<file path="src/rtl/bp_fpga_host_nbf_uart_bridge.sv">
// Device-side NBF-over-UART bridge: assembles RX bytes into NBF packets and
// serializes response packets into TX bytes, both LSB byte first.
module bp_fpga_host_nbf_uart_bridge #(
  parameter int nbf_width_p      = 112,
  parameter int timeout_cycles_p = 4096,
  parameter int cnt_width_p      = 8
) (
  input  logic                   clk,
  input  logic                   reset,
  input  logic                   rx_v_i,
  input  logic [7:0]             rx_i,
  input  logic                   rx_error_i,
  output logic                   nbf_v_o,
  output logic [nbf_width_p-1:0] nbf_o,
  input  logic                   nbf_ready_and_i,
  input  logic                   nbf_v_i,
  input  logic [nbf_width_p-1:0] nbf_i,
  output logic                   nbf_ready_and_o,
  output logic                   tx_v_o,
  output logic [7:0]             tx_o,
  input  logic                   tx_ready_and_i,
  output logic [cnt_width_p-1:0] drop_count_o,
  output logic [cnt_width_p-1:0] error_count_o
);
  localparam int N  = nbf_width_p / 8;
  localparam int IW = $clog2(N + 1);
  localparam int TW = $clog2(timeout_cycles_p + 1);

  typedef enum logic {RX_FILL, RX_HOLD} rx_state_e;
  typedef enum logic {TX_IDLE, TX_SEND} tx_state_e;

  // RX state; r_pkt doubles as the nbf_o register and is filled in place
  rx_state_e              r_rx_state, w_rx_state_n;
  logic [IW-1:0]          r_rx_idx, w_rx_idx_n;
  logic [nbf_width_p-1:0] r_pkt, w_pkt_n;
  logic                   r_nbf_v, w_nbf_v_n;
  logic [TW-1:0]          r_timer, w_timer_n;
  logic [cnt_width_p-1:0] r_drop, r_err;
  logic                   w_drop_inc, w_err_inc, w_hs;

  always_comb begin
    w_rx_state_n = r_rx_state;
    w_rx_idx_n   = r_rx_idx;
    w_pkt_n      = r_pkt;
    w_nbf_v_n    = r_nbf_v;
    w_timer_n    = r_timer;
    w_drop_inc   = 1'b0;
    w_err_inc    = 1'b0;
    w_hs         = r_nbf_v & nbf_ready_and_i;
    unique case (r_rx_state)
      RX_FILL: begin
        if (rx_error_i) begin
          w_err_inc  = 1'b1;
          w_rx_idx_n = '0;
          w_timer_n  = '0;
        end else if (rx_v_i) begin
          w_pkt_n[8*r_rx_idx +: 8] = rx_i;
          w_timer_n = '0;
          if (r_rx_idx == IW'(N-1)) begin
            w_rx_idx_n   = '0;
            w_rx_state_n = RX_HOLD;
            w_nbf_v_n    = 1'b1;
          end else begin
            w_rx_idx_n = r_rx_idx + 1'b1;
          end
        end else if (r_rx_idx != '0) begin
          // a byte in the expiry cycle is taken above, so timeout never races it
          if (r_timer == TW'(timeout_cycles_p-1)) begin
            w_rx_idx_n = '0;
            w_timer_n  = '0;
            w_drop_inc = 1'b1;
          end else begin
            w_timer_n = r_timer + 1'b1;
          end
        end
      end
      RX_HOLD: begin
        if (rx_error_i) w_err_inc = 1'b1;
        if (w_hs) begin
          w_rx_state_n = RX_FILL;
          w_nbf_v_n    = 1'b0;
          if (rx_v_i && !rx_error_i) begin
            w_pkt_n[7:0] = rx_i;
            w_rx_idx_n   = IW'(1);
            w_timer_n    = '0;
          end
        end else if (rx_v_i && !rx_error_i) begin
          w_drop_inc = 1'b1;
        end
      end
      default: ;
    endcase
  end

  always_ff @(posedge clk or posedge reset) begin
    if (reset) begin
      r_rx_state <= RX_FILL;
      r_rx_idx   <= '0;
      r_pkt      <= '0;
      r_nbf_v    <= 1'b0;
      r_timer    <= '0;
      r_drop     <= '0;
      r_err      <= '0;
    end else begin
      r_rx_state <= w_rx_state_n;
      r_rx_idx   <= w_rx_idx_n;
      r_pkt      <= w_pkt_n;
      r_nbf_v    <= w_nbf_v_n;
      r_timer    <= w_timer_n;
      if (w_drop_inc && (r_drop != '1)) r_drop <= r_drop + 1'b1;
      if (w_err_inc && (r_err != '1))   r_err  <= r_err + 1'b1;
    end
  end

  // TX path
  tx_state_e              r_tx_state, w_tx_state_n;
  logic [IW-1:0]          r_tx_idx, w_tx_idx_n;
  logic [nbf_width_p-1:0] r_tx_buf, w_tx_buf_n;
  logic                   r_tx_v, w_tx_v_n;
  logic [7:0]             r_tx, w_tx_n;
  logic                   r_rdy, w_rdy_n;

  always_comb begin
    w_tx_state_n = r_tx_state;
    w_tx_idx_n   = r_tx_idx;
    w_tx_buf_n   = r_tx_buf;
    w_tx_v_n     = r_tx_v;
    w_tx_n       = r_tx;
    w_rdy_n      = r_rdy;
    unique case (r_tx_state)
      TX_IDLE: begin
        if (nbf_v_i && r_rdy) begin
          w_tx_buf_n   = nbf_i;
          w_tx_idx_n   = '0;
          w_tx_state_n = TX_SEND;
          w_tx_v_n     = 1'b1;
          w_tx_n       = nbf_i[7:0];
          w_rdy_n      = 1'b0;
        end
      end
      TX_SEND: begin
        if (tx_ready_and_i) begin
          if (r_tx_idx == IW'(N-1)) begin
            w_tx_state_n = TX_IDLE;
            w_tx_v_n     = 1'b0;
            w_tx_n       = '0;
            w_rdy_n      = 1'b1;
          end else begin
            w_tx_idx_n = r_tx_idx + 1'b1;
            w_tx_n     = r_tx_buf[8*w_tx_idx_n +: 8];
          end
        end
      end
      default: ;
    endcase
  end

  always_ff @(posedge clk or posedge reset) begin
    if (reset) begin
      r_tx_state <= TX_IDLE;
      r_tx_idx   <= '0;
      r_tx_buf   <= '0;
      r_tx_v     <= 1'b0;
      r_tx       <= '0;
      r_rdy      <= 1'b1;
    end else begin
      r_tx_state <= w_tx_state_n;
      r_tx_idx   <= w_tx_idx_n;
      r_tx_buf   <= w_tx_buf_n;
      r_tx_v     <= w_tx_v_n;
      r_tx       <= w_tx_n;
      r_rdy      <= w_rdy_n;
    end
  end

  assign nbf_v_o         = r_nbf_v;
  assign nbf_o           = r_pkt;
  assign nbf_ready_and_o = r_rdy;
  assign tx_v_o          = r_tx_v;
  assign tx_o            = r_tx;
  assign drop_count_o    = r_drop;
  assign error_count_o   = r_err;
endmodule

</file>
<file path="config.mk">
export PLATFORM = sky130hd
export DESIGN_NAME = bp_fpga_host_nbf_uart_bridge
export DESIGN_NICKNAME = d
export VERILOG_FILES = /design/src/rtl/bp_fpga_host_nbf_uart_bridge.sv
export SDC_FILE = /design/constraint.sdc
export NUM_CORES = 1
export LEC_CHECK = 0
export CAP_MARGIN = 5
export CELL_PAD_IN_SITES_DETAIL_PLACEMENT = 1
export CELL_PAD_IN_SITES_GLOBAL_PLACEMENT = 1
export CORE_ASPECT_RATIO = 1.4
export CORE_MARGIN = 4
export CORE_UTILIZATION = 36
export CTS_CLUSTER_SIZE = 10
export DETAILED_ROUTE_END_ITERATION = 7
export HOLD_SLACK_MARGIN = 0.02
export PLACE_DENSITY = 0.82
export SYNTH_ARGS = -nofsm -noshare
export SYNTH_HDL_FRONTEND = slang
export SYNTH_SLANG_ARGS = --single-unit
</file>
<file path="constraint.sdc">
create_clock -name clk -period 9.85 [get_ports clk]
set_input_delay 0.985 -clock clk [delete_from_list [all_inputs] [get_ports clk]]
set_output_delay 0.985 -clock clk [all_outputs]
set_load 0.01 [all_outputs]
</file>
---- Word-level counts from Yosys, hierarchy flattened ----
Index checks and enable logic that the tools add are counted.
word-level totals
  register bits after elaboration ......... 274
  logic and storage cells ................. 117
operators by class
  add/sub/neg operators ................... 6
  eq/ne operators ......................... 16
  shifts and indexed selects .............. 3
  mux-type cells .......................... 59
  bitwise gates (word level) .............. 4
  reduce and logical (&&, ||, !) cells .... 15
operators with widths
  operator                                                                  count
  112-bit bitwise mux                                                       1
  8-bit by 34-bit variable shift with 112-bit output, first input constant  1
  112-bit by 8-bit indexed part select with 8-bit output                    1
  8-bit by 34-bit indexed part select with 112-bit output                   1
  13-bit 2-to-1 mux                                                         6
  8-bit 2-to-1 mux                                                          7
  4-bit 2-to-1 mux                                                          10
  7-bit negation with 34-bit output                                         1
  8-bit case mux with 2 select lines                                        2
  13-bit case mux with 2 select lines                                       1
  1-bit 2-to-1 mux                                                          24
  8-bit by 1-bit adder with 8-bit output, second input constant             2
  8-bit != test, second input constant                                      2
  4-bit case mux with 2 select lines                                        2
  13-bit by 1-bit adder with 13-bit output, second input constant           1
  13-bit by 12-bit equality test with 1-bit output, second input constant   1
  2-bit != test, second input constant                                      6
  1-bit case mux with 2 select lines                                        6
  3-bit AND reduction                                                       4
  4-bit AND reduction                                                       3
  4-bit by 1-bit adder with 4-bit output, second input constant             2
  4-bit equality test, second input constant                                2
  4-bit != test, second input constant                                      2
  2-bit by 1-bit != test with 1-bit output, second input constant           3
  other kinds (6)                                                           12

---- Longest topological paths before layout ----
Gate-level depths: netlist of the first run.
  depth in word-level cells ............... 7
  mapped depth ............................ 10
  depth with buffers taken out ............ 7

---- Least setup slack after synthesis of the first run ----
No wires, ideal clock.
  path kind ............................... input -> register
  start ................................... input rx_error_i
  end ..................................... register r_pkt[48], in the netlist nbf_o[48]
  setup time .............................. 0.125 ns
  arrival time ............................ 2.377 ns
  required time ........................... 9.725 ns
  path slack .............................. 7.348 ns
  cell stages on the path ................. 7
  cells stage by stage .................... clkbuf_2 -> nor3b_4 -> a21boi_2 -> and2_1 -> and2b_1 -> buf_4 -> mux2_2
between the ends
  word-level cells in the longest chain between the ends .. 2
ends and longest elaborated chain
  what                                  line  RTL
  start: declaration                    12    input logic rx_error_i,
  1-bit inverter (no source line)       -
  3-bit AND reduction (no source line)  -
  end signal: assignment                107   r_pkt <= w_pkt_n;
  end: declaration                      35    logic [nbf_width_p-1:0] r_pkt, w_pkt_n;
Every way passes these cells.
A chain may end at the register's enable or synchronous reset.

---- Final worst setup path of the first run ----
  start ................................... register r_rx_idx[0]
  end ..................................... register r_pkt[11], in the netlist nbf_o[11]
between the ends
  word-level cells in the longest chain between the ends .. 3
ends and longest elaborated chain
  what                                                                                                                                  line  RTL
  start: declaration                                                                                                                    34    logic [IW-1:0] r_rx_idx, w_rx_idx_n;
  start signal: assignment                                                                                                              106   r_rx_idx <= w_rx_idx_n;
  7-bit negation with 34-bit output (*)                                                                                                 57    w_pkt_n[8*r_rx_idx +: 8] = rx_i;
  8-bit by 34-bit indexed part select with 112-bit output / 8-bit by 34-bit variable shift with 112-bit output (equally long branches)  57
  112-bit bitwise mux (*)                                                                                                               57
Every way passes the cells marked *; elsewhere a longest branch is shown, timed or not.

==> flow_metrics.py, run 1 <==
metrics = {
    "worst_setup_path": {
        "reg2reg_from": "r_rx_idx[0]",
        "crit_chain": "inv_1, ha_1, nand2_1, nor3_1, and3_1, mux2_2",
        "critPathCaptureType": "register",
        "critPathTopFamily": "simple AND/OR/NAND/NOR gates",
        "worstPathRequired_ns": 10.24,
        "worstReg2RegEnd": "nbf_o[11]",
        "critPathLaunchType": "register",
        "cp_num_buf_inv": 1,
        "crit_slowest_cell": "ha_1",
        "cpPeakStageDelay_ns": 0.99,
        "crit_arrival_ns": 4.17,
        "cp_max_fo": 29,
        "rrSetupSlack_ns": 6.07,
        "reg2regPathDepth": 6,
        "critPathKind": "reg -> reg",
    },
    "cts": {
        "cts_tree": "yes",
        "clk_path_buf_depth": 3,
        "path_clk_slew_ns": 0.06,
        "cts_inserted_buffers": 34,
        "cts_resized": 0,
        "htreeDepth": 2,
        "cts.sinks": 274,
        "hold_buffers": 0,
        "cts_setup_buffers": 0,
        "root_buffer": "clkbuf_16",
        "clock_latency_ns": 0.53,
    },
    "timing": {
        "period_minus_slack_ns": 3.78,
        "fin_ws_ns": 6.07,
        "fmax_mhz": 264,
        "hold_violations": 0,
        "fin_crit_sh_pct": 38.4,
        "grt_setup_unrepaired": "no",
        "setup_viol": 0,
        "skew_ns": 0.0259,
        "relSlewSlack_pct": 23.5,
        "worst_pin_slew_ns": 1.15,
        "fin_setup_tns_ns": 0,
        "drv_slew": 0,
    },
    "synthesis": {
        "ys_warn_count": 0,
        "ys_types": 55,
        "synthAdderAreaFrac_pct": 0.921,
        "synthFlopType": "dfrtp_1",
        "yosysTopAreaCell": "dfrtp_1",
        "synth_xor_area_share_pct": 1.22,
        "synth_fp_nets": 1390,
        "netlist.area_leader.share_pct": 55.9,
        "synth_top_cells_by_area": "dfrtp_1, nand2_1, mux2_2",
        "syn_area_um2": 12200,
        "synth.area.mux_share_pct": 10.2,
        "synth-compound-area-share_pct": 5.93,
        "synth_seq_area_share_pct": 56.1,
        "netlist_instances": 1254,
        "synthSimpleGateAreaFrac_pct": 23.1,
        "synth.avg_cell_area_um2": 9.75,
        "ys_ff_latch": 274,
        "synth-edff-count": 0,
        "postSynth.asyncResetShare_pct": 100,
        "synth_top_family_by_area": "simple AND/OR/NAND/NOR gates",
    },
    "worst_hold_path": {
        "min_path_cells": 2,
        "hold_path_end": "r_tx_buf[73]",
        "hold_path.class": "reg -> reg",
        "min_from": "r_tx_buf[73]",
    },
    "finish": {
        "drive_gt1_share_pct": 11.0,
        "n_antenna_cell": 0,
        "layout-area-overhead-vs-synth_pct": 33.2,
        "final_nets": 1633,
        "post-route-util_pct": 48.7,
    },
    "floorplan": {
        "die_y_um": 226,
        "die_area_um2": 37000,
        "core_area_um2": 33400,
        "start_util_pct": 36.6,
        "row_count": 79,
        "ioPinCount": 266,
        "die_w_um": 164,
    },
    "power_and_ir_drop": {
        "power_leakage_nw": 7.61,
        "pwr-share-seq_pct": 45.6,
        "p_sw_uw": 654,
        "p_sw_share_pct": 24.8,
        "clkPwrFrac_pct": 43.8,
        "vdd_drop_max_mv": 0.126,
        "p_int_mw": 1.98,
        "p_comb_share_pct": 10.6,
        "p_per_area_nw_per_um2": 162,
    },
    "placed_design": {
        "dpl.hpwl_um": 29200,
        "port_buffers": 265,
        "place_congestion": 0.875,
        "dpl_worst_slack_ns": 6.09,
    },
    "detailed_routing": {
        "drcViolationCount": 0,
        "drt_iter0_drc": 611,
        "vias_per_cell": 5.18,
        "drt-pass1-iter-count": 5,
        "vias": 10200,
        "wl_per_cell_um": 21.2,
        "antenna_left": 0,
        "finalWirelength_um": 41500,
    },
    "global_route": {
        "grt_max_degree": 159,
        "overflow": 0,
        "antenna_found_initial": 0,
        "grt.total_usage_pct": 22.3,
        "grt_pass1_vias": 11200,
        "grt_pass1_wl_um": 64100,
    },
    "outcome": {
        "status": "finished, final reports clean",
    },
    "job": {
        "cap_viol_max_count": 0,
    },
}
state kept, by name, summed over array words and instances (netlist names):
name,flops
tx_v_o,1
tx_o,8
r_rx_state,1
nbf_o,112
r_tx_buf,112
nbf_v_o,1
drop_count_o,8
r_tx_idx,4
r_rx_idx,4
r_tx_state,1
nbf_ready_and_o,1
r_timer,13
error_count_o,8
metrics by stage:
step / area [um2] / cells / total power [mW] / hold slack (ns)
after floorplan: 12200 / 1254 / 1.33 / 0.440
after global placement: 15300 / 1906 / 1.49 / 0.454
after detailed placement: 15300 / 1906 / 1.50 / 0.460
after CTS: 16300 / 1960 / 2.67 / 0.474
after global routing: 16300 / 1960 / 2.74 / 0.500
final: 16300 / 1960 / 2.63 / 0.468
cell usage after synthesis, types with 3 or more instances:
cell,n
buf_2,16
or2_2,5
a22o_1,4
nor3_1,16
xor2_1,8
nand4_1,8
and4_1,3
a21oi_1,15
mux2_2,87
inv_1,10
nand2b_1,4
nor2_1,19
mux4_2,8
a41oi_1,8
nor2_2,3
dfrtp_1,273
nand3_1,52
and2_1,19
o31ai_1,3
o311ai_1,5
clkbuf_1,38
and3_1,21
mux2i_1,9
nand3b_1,3
buf_1,7
o311ai_0,3
nand2_1,487
nor2b_1,5
o21ai_0,64
xnor2_1,9
ha_1,9
a31oi_1,4
power by group through the flow:
stage	logic, mW	clock network [mW]	registers [mW]
after CTS	0.286	1.19	1.20
after global placement	0.278	0	1.22
after floorplan	0.108	0	1.22
after global routing	0.305	1.23	1.21
final	0.280	1.15	1.20
after detailed placement	0.284	0	1.22
worst min-delay path, cell delays in order, from the launching register on:
cell	delay, ns
dfrtp_1	0.34
nand2_1	0.05
nand2_1	0.05
cell usage in the layout (no fill, tap or decap), types with 3 or more instances in the layout:
cell type        netlist  layout
nand2_1              487     487
nor2_2                 3       3
mux2i_1                9       9
and4_1                 3       3
a31oi_1                4       4
o31ai_1                3       3
inv_1                 10       9
nand3b_1               3       3
a22o_1                 4       4
mux2_2                87      87
nor2_1                19      18
ha_1                   9       9
o311ai_0               3       3
o311ai_1               5       5
nor3_1                16      16
clkdlybuf4s50_1        0     265
xor2_1                 8       7
nand4_1                8       8
a21oi_1               15      15
and2_1                19      19
nand3_1               52      52
buf_4                  2       5
xnor2_1                9       7
or2_2                  5       4
clkbuf_1              38      13
clkbuf_16              0      35
mux4_2                 8       8
dfrtp_1              273     273
clkbuf_8               0       3
nand2b_1               4       4
and3_1                21      21
nor2b_1                5       5
o21ai_0               64      64
a41oi_1                8       8
final cells by class:
type                       instances  area (um2)
fill                            3787       17100
timing repair buffer             271        2710
multi-input combinational        906        5100
clock inverter                     3        37.5
inverter                          10        45.0
sequential                       274        6860
clock buffer                      51         966
tap                              445         557
logic make-up (layout without fill, tap and decap cells):
logic type | count (synthesis) | in the layout
AO/OA/AOI/OAI | 119 | 119
XOR/XNOR | 17 | 17
adder cells (fa/ha/maj) | 9 | 9
buffers and inverters | 74 | 335
flip-flops | 274 | 274
multiplexers | 104 | 104
AND/OR/NAND/NOR | 657 | 657
worst max-delay path by stage:
| stage | start | end | slack [ns] | depth (start not counted) |
|---|---|---|---|---|
| final | r_rx_idx[0] | nbf_o[11] | 6.07 | 6 |
| after global routing | r_rx_idx[0] | nbf_o[108] | 5.71 | 7 |
| after CTS | r_rx_idx[0] | nbf_o[12] | 6.05 | 6 |
| after global placement | r_rx_idx[0] | nbf_o[11] | 6.31 | 6 |
| after floorplan | reset | drop_count_o[0] | 1.31 | 1 |
| after detailed placement | r_rx_idx[0] | nbf_o[14] | 6.09 | 6 |
layer usage:
| metal | track usage (%) | vias up | part of all wire [%] |
|---|---|---|---|
| li1 | - | 4653 | - |
| met1 | 25.9 | 5097 | 39 |
| met2 | 40.1 | 313 | 52 |
| met3 | 4.33 | 95 | 5.4 |
| met4 | 8.88 | 0 | 4.2 |
| met5 | 0 | - | 0 |
No activity file was read; power rests on OpenSTA's default activity.
==> run 2: changes to the inputs <==
==> constraint.sdc (replaced) <==
create_clock -name clk -period 3.95 [get_ports clk]
set_input_delay 0.395 -clock clk [delete_from_list [all_inputs] [get_ports clk]]
set_output_delay 0.395 -clock clk [all_outputs]
set_load 0.01 [all_outputs]
==> run 2 against run 1 <==
Effect of this change:
- combinational power grew to 2.6 times the previous value
- count of clock-buffer cells in the layout is 1 higher
- core utilization is 0.16 points higher
- worst setup slack worse by 5.0 ns
- highest routed layer unchanged
==> flow_metrics.py, run 2 (same netlist as run 1, synthesis figures left out) <==
metrics = {
    "timing": {
        "fmax_mhz": 345,
        "grt_setup_unrepaired": "no",
        "hold_violations": 0,
        "drv_slew": 0,
        "period_minus_slack_ns": 2.89,
        "timing.hold.ws_ns": 0.361,
        "relSlewSlack_pct": 37.9,
        "setup_viol": 0,
        "worst_pin_slew_ns": 0.932,
        "skew_ns": 0.0183,
        "fin_crit_sh_pct": 73.3,
    },
    "detailed_routing": {
        "drcViolationCount": 0,
        "vias_per_cell": 5.19,
        "drt_iter0_drc": 511,
        "drt-pass1-iter-count": 4,
        "vias": 10200,
        "wl_per_cell_um": 21.5,
        "finalWirelength_um": 42300,
        "antenna_left": 0,
    },
    "floorplan": {
        "die_y_um": 226,
        "row_count": 79,
        "die_w_um": 164,
        "die_area_um2": 37000,
        "core_area_um2": 33400,
        "start_util_pct": 36.6,
        "ioPinCount": 266,
    },
    "finish": {
        "post-route-util_pct": 48.9,
        "mostFrequentLayoutCell": "nand2_1",
        "fin_cells": 1969,
        "fin_area_um2": 16300,
        "final_nets": 1642,
        "drive_gt1_share_pct": 11.2,
        "n_antenna_cell": 0,
        "n_fill_cell": 3827,
        "layout-area-overhead-vs-synth_pct": 33.6,
        "final_cell_mix": "nand2_1, dfrtp_1, clkdlybuf4s50_1, mux2_2, o21ai_0",
    },
    "cts": {
        "cts_tree": "yes",
        "cts_inserted_buffers": 34,
        "hold_buffers": 0,
        "clock_latency_ns": 0.52,
        "path_clk_slew_ns": 0.06,
        "clk_path_buf_depth": 3,
        "root_buffer": "clkbuf_16",
        "cts_resized": 0,
        "cts.sinks": 274,
        "htreeDepth": 2,
        "cts_setup_buffers": 0,
    },
    "placed_design": {
        "port_buffers": 265,
        "placedCellCount": 1915,
        "dpl.hpwl_um": 30500,
        "placedInstanceArea_um2": 15300,
        "place_congestion": 0.921,
    },
    "global_route": {
        "grt.total_usage_pct": 22.8,
        "antenna_found_initial": 1,
        "grt_max_degree": 86,
        "grt_pass1_vias": 11300,
        "grt_pass1_wl_um": 65200,
        "overflow": 0,
    },
    "outcome": {
        "status": "finished, final reports clean",
    },
    "worst_setup_path": {
        "crit_end": "nbf_o[56]",
        "worstPathRequired_ns": 4.31,
        "cp_max_fo": 17,
        "critPathKind": "reg -> reg",
        "crit_start": "r_rx_idx[1]",
        "crit_arrival_ns": 3.25,
        "reg2regPathDepth": 7,
        "reg2reg_from": "r_rx_idx[1]",
        "worstReg2RegEnd": "nbf_o[56]",
        "rrSetupSlack_ns": 1.06,
        "critPathCaptureType": "register",
        "critPathLaunchType": "register",
    },
    "power_and_ir_drop": {
        "p_comb_share_pct": 10.8,
        "power_leakage_nw": 7.64,
        "p_int_mw": 4.97,
        "total_power_mw": 6.59,
        "pwr-share-seq_pct": 45.2,
        "vdd_drop_max_mv": 0.359,
        "p_per_area_nw_per_um2": 404,
        "p_sw_mw": 1.62,
        "clkPwrFrac_pct": 43.9,
        "p_sw_share_pct": 24.6,
    },
    "worst_hold_path": {
        "hold_path.class": "in -> async",
    },
    "job": {
        "cap_viol_max_count": 0,
    },
}
## run 2: changes by cell type in the layout (fill, tap and decap cells not counted), sizes merged
cell and delta:
bufinv +1, clkbuf +1, clkinv -3, buf +9, clkinvlp +1
## run 2: metrics by stage
step | worst slack [ns] | setup TNS, ns
after floorplan | -0.0676 | -18.45
after global placement | 1.23 | 0
after detailed placement | 1.15 | 0
after CTS | 1.06 | 0
after global routing | 0.766 | 0
final | 1.06 | 0
## run 2: worst min-delay path by stage
| stage | start | depth (start not counted) | slack [ns] | end |
|---|---|---|---|---|
| 2_1_floorplan | r_tx_buf[72] | 2 | 0.44 | r_tx_buf[72] |
| 3_3_place_gp | r_tx_buf[81] | 2 | 0.45 | r_tx_buf[81] |
| 3_5_place_dp | r_tx_buf[68] | 2 | 0.46 | r_tx_buf[68] |
| 4_1_cts | reset | 2 | 0.36 | r_tx_buf[51] |
| 5_1_grt | reset | 2 | 0.40 | r_tx_buf[49] |
| 6_report | reset | 2 | 0.36 | r_tx_buf[48] |
## run 2: per-layer routing
layer	global-route usage (%)	wire (um)	up-vias
met3	4.95	2570	81
met5	0	0	-
met1	25.8	15700	5153
li1	-	-	4670
met2	41.5	22400	322
met4	8.74	1570	0
## run 2: final cells by class
type                    count  area (um2)  share of cell area, %
flip-flops and latches    274        6860                   42.0
clock buffers              52         950                   5.82
inverters                  10        41.3                  0.253
clock inverters             2        38.8                  0.238
well taps                 445         557                   3.41
repair buffers            280        2800                   17.2
multi-input cells         906        5080                   31.1
## run 2: worst max-delay path, cell delays in order (launching register included)
cell,delay (ns)
dfrtp_1,0.51
inv_1,0.12
ha_1,0.44
buf_4,0.26
nor4_1,0.44
nand3_1,0.54
nand2_1,0.27
o21ai_0,0.14
## run 2: power by group through the flow
stage               logic [mW]  registers, mW  clock network, mW
floorplan                0.271           3.04                  0
global placement         0.699           3.02                  0
detailed placement       0.719           3.03                  0
CTS                      0.726           2.98               2.97
global route             0.779           2.99               3.09
finish                   0.714           2.98               2.89
